File: src/rtl/mfcc_context_feeder_pkg.sv
// Shared constants for the MFCC front end, this context feeder and the
// word-detect DNN, plus the stream FSM state type used by the feeder.
// No ports (package).
package mfcc_context_feeder_pkg;

  localparam int MFCC_DW    = 20;  // coefficient / DNN input word width
  localparam int MFCC_NCOEF = 13;  // coefficients per frame
  localparam int DNN_CTX    = 5;   // frames per context window
  localparam int DNN_IN_GAP = 21;  // cycles between DNN input words

  // Address width of a context store holding ctx+1 frames of ncoef words.
  function automatic int ctx_addr_w(input int ctx, input int ncoef);
    return $clog2((ctx + 1) * ncoef);
  endfunction

  typedef enum logic [1:0] {
    ST_IDLE     = 2'd0,
    ST_READ     = 2'd1,
    ST_WAIT_GAP = 2'd2
  } stream_state_t;

endpackage

File: src/rtl/mfcc_context_feeder_context_ram.sv
// Simple dual-port frame store: one write port, one read port with a
// registered read that only updates when re=1, so rdata holds its value
// between reads. The array has no reset; the read register does.
// Ports: clk, rst (async, active-high, read register only),
//        we/waddr/wdata (write), re/raddr (read request), rdata (read data).
module context_ram #(
  parameter int DW    = 20,
  parameter int DEPTH = 78,
  parameter int AW    = 7
) (
  input  logic          clk,
  input  logic          rst,
  input  logic          we,
  input  logic [AW-1:0] waddr,
  input  logic [DW-1:0] wdata,
  input  logic          re,
  input  logic [AW-1:0] raddr,
  output logic [DW-1:0] rdata
);

  logic [DW-1:0] mem [DEPTH];

  always_ff @(posedge clk) begin
    if (we) mem[waddr] <= wdata;
  end

  always_ff @(posedge clk or posedge rst) begin
    if (rst)     rdata <= '0;
    else if (re) rdata <= mem[raddr];
  end

endmodule

File: src/rtl/mfcc_context_feeder.sv
// Collects MFCC frames into a ring of CTX+1 frame slots and, after every
// completed frame once CTX frames are held, streams the CTX most recent
// frames (oldest first, coef 0..NCOEF-1) to the DNN, one word every GAP
// cycles.
// Ports: clk, reset (async, active-high)
//        coef_in/coef_dv          - incoming coefficients
//        vec_out/dv_out           - context word stream to the DNN
//        frame_start              - marks the first word of a window
//        busy                     - window stream in progress
//        overrun                  - pulse when an input coefficient is dropped
module mfcc_context_feeder
  import mfcc_context_feeder_pkg::*;
#(
  parameter int DW    = MFCC_DW,
  parameter int NCOEF = MFCC_NCOEF,
  parameter int CTX   = DNN_CTX,
  parameter int GAP   = DNN_IN_GAP
) (
  input  logic          clk,
  input  logic          reset,
  input  logic [DW-1:0] coef_in,
  input  logic          coef_dv,
  output logic [DW-1:0] vec_out,
  output logic          dv_out,
  output logic          frame_start,
  output logic          busy,
  output logic          overrun
);

  localparam int NSLOT = CTX + 1;
  localparam int DEPTH = NSLOT * NCOEF;
  localparam int AW    = ctx_addr_w(CTX, NCOEF);
  localparam int SW    = $clog2(NSLOT);
  localparam int CW    = $clog2(NCOEF);
  localparam int TOTAL = CTX * NCOEF;
  localparam int WW    = $clog2(TOTAL + 1);
  localparam int GW    = $clog2(GAP);
  localparam int FW    = $clog2(CTX + 1);

  localparam logic [SW-1:0] LAST_SLOT = SW'(CTX);
  localparam logic [CW-1:0] LAST_COEF = CW'(NCOEF - 1);
  localparam logic [WW-1:0] TOTAL_W   = WW'(TOTAL);
  localparam logic [FW-1:0] CTX_F     = FW'(CTX);
  // READ cycle plus GAP-1 wait cycles; the counter runs GAP-2 down to 0.
  localparam logic [GW-1:0] GAP_LOAD  = GW'(GAP - 2);

  function automatic logic [SW-1:0] slot_inc(input logic [SW-1:0] s);
    return (s == LAST_SLOT) ? '0 : s + 1'b1;
  endfunction

  // Write side
  logic [SW-1:0] wslot_reg;
  logic [CW-1:0] cidx_reg;
  logic [FW-1:0] fcount_reg;
  // Read side
  stream_state_t state_reg;
  logic [SW-1:0] rslot_reg;
  logic [CW-1:0] ridx_reg;
  logic [WW-1:0] wcnt_reg;
  logic [GW-1:0] gap_reg;
  logic          pending_reg;

  logic          drop, accept, frame_done, trigger, stream_last, restart;
  logic [SW-1:0] wslot_next, oldest_slot;
  logic [FW-1:0] fcount_next;
  logic [AW-1:0] waddr, raddr;
  logic          re;

  // Once a further frame is pending behind a running stream, the only slot
  // free for writing is the one being read, so new input must be dropped.
  assign drop        = coef_dv && pending_reg && busy;
  assign accept      = coef_dv && !drop;
  assign frame_done  = accept && (cidx_reg == LAST_COEF);
  assign wslot_next  = frame_done ? slot_inc(wslot_reg) : wslot_reg;
  // The slot after the next write slot is the oldest of the CTX most recent
  // complete frames (the ring has exactly one spare slot).
  assign oldest_slot = slot_inc(wslot_next);
  assign fcount_next = (frame_done && fcount_reg != CTX_F) ? fcount_reg + 1'b1 : fcount_reg;
  assign trigger     = frame_done && (fcount_next == CTX_F) && !busy;
  // First WAIT_GAP cycle after the final READ is the last dv_out cycle.
  assign stream_last = (state_reg == ST_WAIT_GAP) && (wcnt_reg == TOTAL_W);
  // A frame finishing on the last dv_out cycle is treated like a pending one.
  assign restart     = stream_last && (pending_reg || frame_done);

  assign waddr = AW'(wslot_reg) * AW'(NCOEF) + AW'(cidx_reg);
  assign raddr = AW'(rslot_reg) * AW'(NCOEF) + AW'(ridx_reg);
  assign re    = (state_reg == ST_READ);

  always_ff @(posedge clk or posedge reset) begin
    if (reset) begin
      wslot_reg  <= '0;
      cidx_reg   <= '0;
      fcount_reg <= '0;
    end else begin
      if (accept) cidx_reg <= frame_done ? '0 : cidx_reg + 1'b1;
      wslot_reg  <= wslot_next;
      fcount_reg <= fcount_next;
    end
  end

  always_ff @(posedge clk or posedge reset) begin
    if (reset) begin
      state_reg   <= ST_IDLE;
      rslot_reg   <= '0;
      ridx_reg    <= '0;
      wcnt_reg    <= '0;
      gap_reg     <= '0;
      pending_reg <= 1'b0;
      busy        <= 1'b0;
      dv_out      <= 1'b0;
      frame_start <= 1'b0;
      overrun     <= 1'b0;
    end else begin
      dv_out      <= 1'b0;
      frame_start <= 1'b0;
      overrun     <= drop;

      if (restart)                 pending_reg <= 1'b0;
      else if (frame_done && busy) pending_reg <= 1'b1;

      case (state_reg)
        ST_IDLE: begin
          if (trigger) begin
            state_reg <= ST_READ;
            busy      <= 1'b1;
            rslot_reg <= oldest_slot;
            ridx_reg  <= '0;
            wcnt_reg  <= '0;
          end
        end
        ST_READ: begin
          dv_out      <= 1'b1;
          frame_start <= (wcnt_reg == '0);
          wcnt_reg    <= wcnt_reg + 1'b1;
          gap_reg     <= GAP_LOAD;
          state_reg   <= ST_WAIT_GAP;
          if (ridx_reg == LAST_COEF) begin
            ridx_reg  <= '0;
            rslot_reg <= slot_inc(rslot_reg);
          end else begin
            ridx_reg  <= ridx_reg + 1'b1;
          end
        end
        ST_WAIT_GAP: begin
          if (stream_last) begin
            if (restart) begin
              // busy stays high: the next window follows back to back
              state_reg <= ST_READ;
              rslot_reg <= oldest_slot;
              ridx_reg  <= '0;
              wcnt_reg  <= '0;
            end else begin
              state_reg <= ST_IDLE;
              busy      <= 1'b0;
            end
          end else if (gap_reg == '0) begin
            state_reg <= ST_READ;
          end else begin
            gap_reg <= gap_reg - 1'b1;
          end
        end
        default: state_reg <= ST_IDLE;
      endcase
    end
  end

  context_ram #(
    .DW    (DW),
    .DEPTH (DEPTH),
    .AW    (AW)
  ) u_ram (
    .clk   (clk),
    .rst   (reset),
    .we    (accept),
    .waddr (waddr),
    .wdata (coef_in),
    .re    (re),
    .raddr (raddr),
    .rdata (vec_out)
  );

endmodule
File: config.mk
export PLATFORM = sky130hd
export DESIGN_NAME = mfcc_context_feeder
export DESIGN_NICKNAME = d
export VERILOG_FILES = /design/src/rtl/mfcc_context_feeder_pkg.sv /design/src/rtl/mfcc_context_feeder_context_ram.sv /design/src/rtl/mfcc_context_feeder.sv
export SDC_FILE = /design/constraint.sdc
export NUM_CORES = 1
export LEC_CHECK = 0
export CELL_PAD_IN_SITES_DETAIL_PLACEMENT = 0
export CELL_PAD_IN_SITES_GLOBAL_PLACEMENT = 1
export CORE_MARGIN = 2
export CORE_UTILIZATION = 55
export DETAILED_ROUTE_END_ITERATION = 12
export PLACE_DENSITY = 0.87
export SLEW_MARGIN = 25
export SYNTH_ARGS = -nofsm -noshare
export SYNTH_HDL_FRONTEND = slang
export SYNTH_HIERARCHICAL = 1
export SYNTH_SLANG_ARGS = --single-unit
File: constraint.sdc
create_clock -name clk -period 13.6 [get_ports clk]
set_input_delay 2.04 -clock clk [delete_from_list [all_inputs] [get_ports clk]]
set_output_delay 2.04 -clock clk [all_outputs]
set_load 0.01 [all_outputs]
=== Word-level counts from Yosys, hierarchy flattened ===
Memory sizes are Yosys's and may differ from the RTL's. A register that Yosys moved wholly into a read port is not among the register bits.
Cells that the tools add are included.
Widths: inputs -> output; s select.

* Bits in registers: 36
* Bits in latches: 0
* RAM bits: 1,560
* ROM bits: 0
* Bits of input ports: 23
* Output and inout port bits: 24
* Logic and storage cells: 107
* Memories: 1

{| class="wikitable"
|+ Memories
! name !! words !! width !! rd ports !! clocked after Yosys merged registers in !! write ports !! line !! text
|-
| u_ram.mem || 78 || 20 || 1 || 1 || 1 || mfcc_context_feeder_context_ram.sv:21 || <nowiki>logic [DW-1:0] mem [DEPTH];</nowiki>
|}

* Add/subtract/negate cells: 10
* Multiply operators: 2
* Divide/modulo/power cells: 0
* Magnitude comparators: 0
* Equality and inequality tests: 18
* Shift operators: 0
* Muxes and demuxes: 38
* Bitwise operators: 0
* Reductions and logical operators: 25

{| class="wikitable"
|+ Operators with widths
! kind !! number
|-
| $mux 3 || 9
|-
| $mux 7 || 3
|-
| $pmux 7 s3 || 1
|-
| $mux 4 || 5
|-
| $add 7x4->7 || 2
|-
| $mul 3x4->7 const B || 2
|-
| $add 3x1->3 const B || 4
|-
| $eq 3x3->1 const B || 4
|-
| $ne 2x2->1 const B || 6
|-
| $pmux 4 s3 || 1
|-
| $logic_and 1x1->1 || 10
|-
| $mux 1 || 10
|-
| $mux 5 || 2
|-
| $pmux 5 s2 || 1
|-
| $pmux 3 s3 || 1
|-
| $add 4x1->4 const B || 2
|-
| $eq 4x4->1 const B || 2
|-
| $reduce_and 4->1 || 2
|-
| $add 7x1->7 const B || 1
|-
| $eq 7x7->1 const B || 1
|-
| $logic_not 7->1 || 1
|-
| $mux 2 || 3
|-
| $pmux 2 s3 || 1
|-
| $reduce_bool 2->1 || 3
|-
| 15 further kinds || 16
|}

=== Longest topological paths before layout ===
* Word-level depth: 12
* Gate-level depth with buffers: 15

=== By module ===
Netlist, hierarchy kept.

{| class="wikitable"
|+ Modules (own cells, without submodules)
! module !! times used !! cells an instance !! area an instance (um2) !! sequential area each (um2)
|-
| context_ram || 1 || 2,800 || 60,748.3 || 47,345.4
|-
| mfcc_context_feeder || 1 || 276 || 2,653.8 || 900.9
|}

=== Worst setup path before layout ===
OpenSTA, ideal clock, no wires.

* Path type: input to register
* From: input port coef_dv
* To: memory u_ram.mem[49][0] (enable)
* Data arrival time: 4.478 ns
* Slack: 8.700 ns
* Cell stages on the path: 6
* Path through: a21bo_2 -> inv_1 -> clkbuf_1 -> and4b_1 -> nand2_1 -> nor3_1

* Cells in the longest elaborated chain, start to end: 6

{| class="wikitable"
|+ Ends and longest elaborated chain
! what !! line !! text
|-
| start: declaration || mfcc_context_feeder.sv:22 || <nowiki>input logic coef_dv,</nowiki>
|-
| $logic_and 1x1->1 (2 in series) || mfcc_context_feeder.sv:71 || <nowiki>assign drop = coef_dv && pending_reg && busy;</nowiki>
|-
| $logic_not 1->1 || mfcc_context_feeder.sv:72 || <nowiki>assign accept = coef_dv && !drop;</nowiki>
|-
| $logic_and 1x1->1 * || mfcc_context_feeder.sv:72 ||
|-
| named net accept || mfcc_context_feeder.sv:63 || <nowiki>logic drop, accept, frame_done, trigger, stream_last, restart;</nowiki>
|-
| $mux 1 * || mfcc_context_feeder_context_ram.sv:24 || <nowiki>if (we) mem[waddr] <= wdata;</nowiki>
|-
| $mux 1 (implied by the code) * || mfcc_context_feeder_context_ram.sv:24 ||
|-
| end: declaration || mfcc_context_feeder_context_ram.sv:21 ||
|}

The timed path passes the listed nets; every way through them passes the cells marked *.

=== Final worst setup path ===
* From: register rslot_reg[0]
* To: register u_ram.rdata[12], read port of u_ram.mem

* Cells in the longest elaborated chain, start to end: 2

{| class="wikitable"
|+ Ends and longest elaborated chain
! what !! line !! text
|-
| start: declaration || mfcc_context_feeder.sv:57 || <nowiki>logic [SW-1:0] rslot_reg;</nowiki>
|-
| start signal: assignment || mfcc_context_feeder.sv:126 || <nowiki>rslot_reg <= oldest_slot;</nowiki>
|-
| start signal: assignment || mfcc_context_feeder.sv:139 || <nowiki>rslot_reg <= slot_inc(rslot_reg);</nowiki>
|-
| start signal: assignment || mfcc_context_feeder.sv:149 || <nowiki>rslot_reg <= oldest_slot;</nowiki>
|-
| $mul 3x4->7 || mfcc_context_feeder.sv:86 || <nowiki>assign raddr = AW'(rslot_reg) * AW'(NCOEF) + AW'(ridx_reg);</nowiki>
|-
| $add 7x4->7 || mfcc_context_feeder.sv:86 ||
|-
| named net raddr[2] || mfcc_context_feeder.sv:66 || <nowiki>logic [AW-1:0] waddr, raddr;</nowiki>
|-
| end: declaration || mfcc_context_feeder_context_ram.sv:18 || <nowiki>output logic [DW-1:0] rdata</nowiki>
|}

The timed path passes the listed nets, and every way through them passes these cells.
A chain may end at the register's enable or synchronous reset.

==> summary.md <==
| Metric | Value |
|---|---|
| Fin. max-slew vios | `0` |
| Final Hold Fails | `0` |
| Pre-CTS WS | `7680 ps` |
| Asr flop ratio synth | `3.47%` |
| YS warnings | `6` |
| Area Growth Syn to Fin | `12.0%` |
| Crit path max fanout | `121` |
| Post-Synthesis Net Count | `3142` |
| Hpwl dp | `96700 um` |
| Peak supply drop | `0.284 mV` |
| Die Width | `344 um` |
| Worst Hold Class | `flop to flop` |
| Max Buffers Root-to-Sink | `3` |
| Critical path capture point type | `flop` |
| Vias | `32900` |
| Crit path arrival time | `roughly 6300 ps` |
| Nets | `3281` |
| Maximum Capacitance Violations | `0` |
| Die area | `~0.12 mm^2` |
| Synth Register Bits | `about 1600` |
| Fin util | `62.1%` |
| Final worst-path cycle share | `41.7%` |
| Worst Hold Depth | `1` |
| Req. time, crit path | `14270 ps` |
| Commonest non-fill, non-tap cell in the layout | `edfxtp_1` |
| Total Wirelength | `roughly 170000 um` |
| Reg clk slew, reported paths | `60 ps` |
| Final antenna-violating net count | `0` |
| Gr ovfl total | `0` |
| Tmin final | `5670 ps` |
| Synth area leaders | `edfxtp_1, mux4_2, mux2i_1, dfrtp_1, nor2_1` |
| H-tree Lvls | `4` |
| Worst reg-to-reg path cell count | `10` |
| Worst-margin pin slew | `1180 ps` |
| CTS tree | `built` |
| Crit path kind | `flop to flop` |
| Syn Area/Cell | `20.6 um^2` |
| GP Congestion | `0.978` |
| Die height | `344 um` |
| # port buffers | `46` |
| DR vias/cell | `6.78` |
| Mapped Area | `0.0634 mm^2` |
| Worst slew margin | `20.7%` |
| Run status | `completed` |
| Worst-Skew Late Latency | `approximately 770 ps` |
| Root buffer cell | `clkbuf_16` |
| DR iter-0 viols | `slightly above 5000` |
| Initial Util | `55.4%` |
| Hold_buf cts | `0` |
| Mapped Cells | `3076` |
| Initial antenna violation count | `2` |
| Placed Cells | `4560` |
| Post-synthesis sequential area ratio | `76.1%` |
| Post-CTS setup repair buffer count | `0` |
| Endpoints failing setup | `0` |
| Prevailing post-synth register cell | `edfxtp_1` |
| RSZ-0062 raised after global routing | `false` |
| Number of synthesized flops with an enable pin | `1560` |
| Top-area cell type share of the netlist area | `73.9%` |
| Commonest cells after routing, fill and taps aside | `edfxtp_1, mux4_2, clkbuf_16` |
| Register area | `0.0482 mm^2` |
| Worst setup margin | `a little under 8000 ps` |
| Pre-antenna DRT Iters | `6` |
| CTS Sinks | `1616` |
| FILL cells | `about 7300` |
| Avg WL per Cell | `roughly 34 um` |
| Post-synth top area cell | `edfxtp_1` |
| Placeable Area | `0.114 mm^2` |
| Multi-input gate area | `0.0147 mm^2` |
| Total power | `13.2 mW` |
| Post-CTS Resized | `0` |
| Total CTS buffers | `157` |
| Ratio of cells with drive above 1 in the final layout | `23.5%` |
| Global-route wire length before repair | `236000 um` |
| Largest net degree at the start of global routing | `roughly 140` |
| Drt drc | `0` |
| Max reg flops | `1560` |
| I/O pin cnt | `between 40 and 50` |
| CP Launch Type | `flop` |
| Pwr per Cell Area | `185 mW/mm^2` |
| Leak Pwr | `around 24 nW` |
| Netlist cell types | `73` |
| Skew final | `28.7 ps` |
| Site Rows | `124` |
| Max Clock Freq | `176 MHz` |
| Setup TNS | `0 ps` |
| Post-route insts no fill | `between 4000 and 5000` |
| Total Routing Usage GR | `28.4%` |
| Vias in the first global route | `approximately 33000` |
[where the power goes]
group	switching [mW]	internal, mW
clock	1.85	2.32
combinational	2.03	0.945
sequential	0.129	5.90
[per-layer routing]
metal / track usage [%] / part of all wire [%]
met5: 0 / 0.014
met4: 12.7 / 5.0
met3: 7.51 / 12
met2: 43.4 / 47
met1: 38.8 / 36
[synth_stat cells (all sizes together), types with 6 or more instances]
library cell / count
nor4: 20
nor2b: 26
nand2b: 14
mux2: 41
a311oi: 6
buf: 111
xnor2: 9
nand3: 41
o21ai: 24
mux4: 330
nor2: 159
edfxtp: 1560
nand2: 51
o211ai: 6
nor3: 36
o22ai: 74
or2: 7
or4: 8
a21oi: 51
mux2i: 156
clkbuf: 43
and3: 9
a22oi: 66
a22o: 9
a41o: 7
a31oi: 9
inv: 26
nand3b: 6
ha: 39
dfrtp: 56
[kinds of logic (layout without fill, tap and decap cells)]
kind of cell | Yosys count | after routing | share of synthesized area [%]
AOI/OAI and AO/OA | 296 | 296 | 3.24
xor gates and xnor gates | 14 | 14 | 0.193
adders and majority gates | 43 | 43 | 0.896
buffers and inverters | 182 | 444 | 1.59
DFF | 1616 | 1616 | 76.1
muxes | 527 | 527 | 15.0
other | 0 | 1 | 0
and+or+nand+nor | 398 | 398 | 3.02
[stage by stage]
stage / area (um^2) / hold WS (ps)
floorplan: 63400 / 463
global placement: 65600 / 477
detailed placement: 65700 / 494
CTS: 70600 / 501
global route: 71000 / 531
finish: 71000 / 508
[worst paths after layout]
path | start | endpoint | slack, ps
max | rslot_reg[0]$_DFFE_PP0P_ | u_ram/rdata[12]$_DFFE_PP0P_ | 7930
min | gap_reg[0]$_DFFE_PP0P_ | gap_reg[0]$_DFFE_PP0P_ | 510
max reg2reg | rslot_reg[0]$_DFFE_PP0P_ | u_ram/rdata[12]$_DFFE_PP0P_ | 7930
min reg2reg | gap_reg[0]$_DFFE_PP0P_ | gap_reg[0]$_DFFE_PP0P_ | 510
max in group asynchronous | reset | u_ram/rdata[6]$_DFFE_PP0P_ | 11280
min in group asynchronous | reset | u_ram/rdata[19]$_DFFE_PP0P_ | 1860
[area by class of cell]
cell class                      count  share of cell area [%]
Antenna cell                        1                 0.00352
Clock buffer                      186                    5.74
Clock inverter                     96                    1.13
Inverter                           28                   0.148
Multi-Input combinational cell   1278                    20.7
Sequential cell                  1616                    67.9
Tap cell                         1512                    2.66
Timing Repair Buffer              134                    1.73
[critical path: stages (launching register included)]
cell and delay [ps]:
dfrtp_1 470, ha_1 360, ha_1 330, fa_4 1180, buf_12 580, buf_4 820, mux4_2 390, mux2_2 160
o22ai_1 120, or4_1 620, a311oi_1 320
Note: power is estimated with default switching activity, not from simulation.
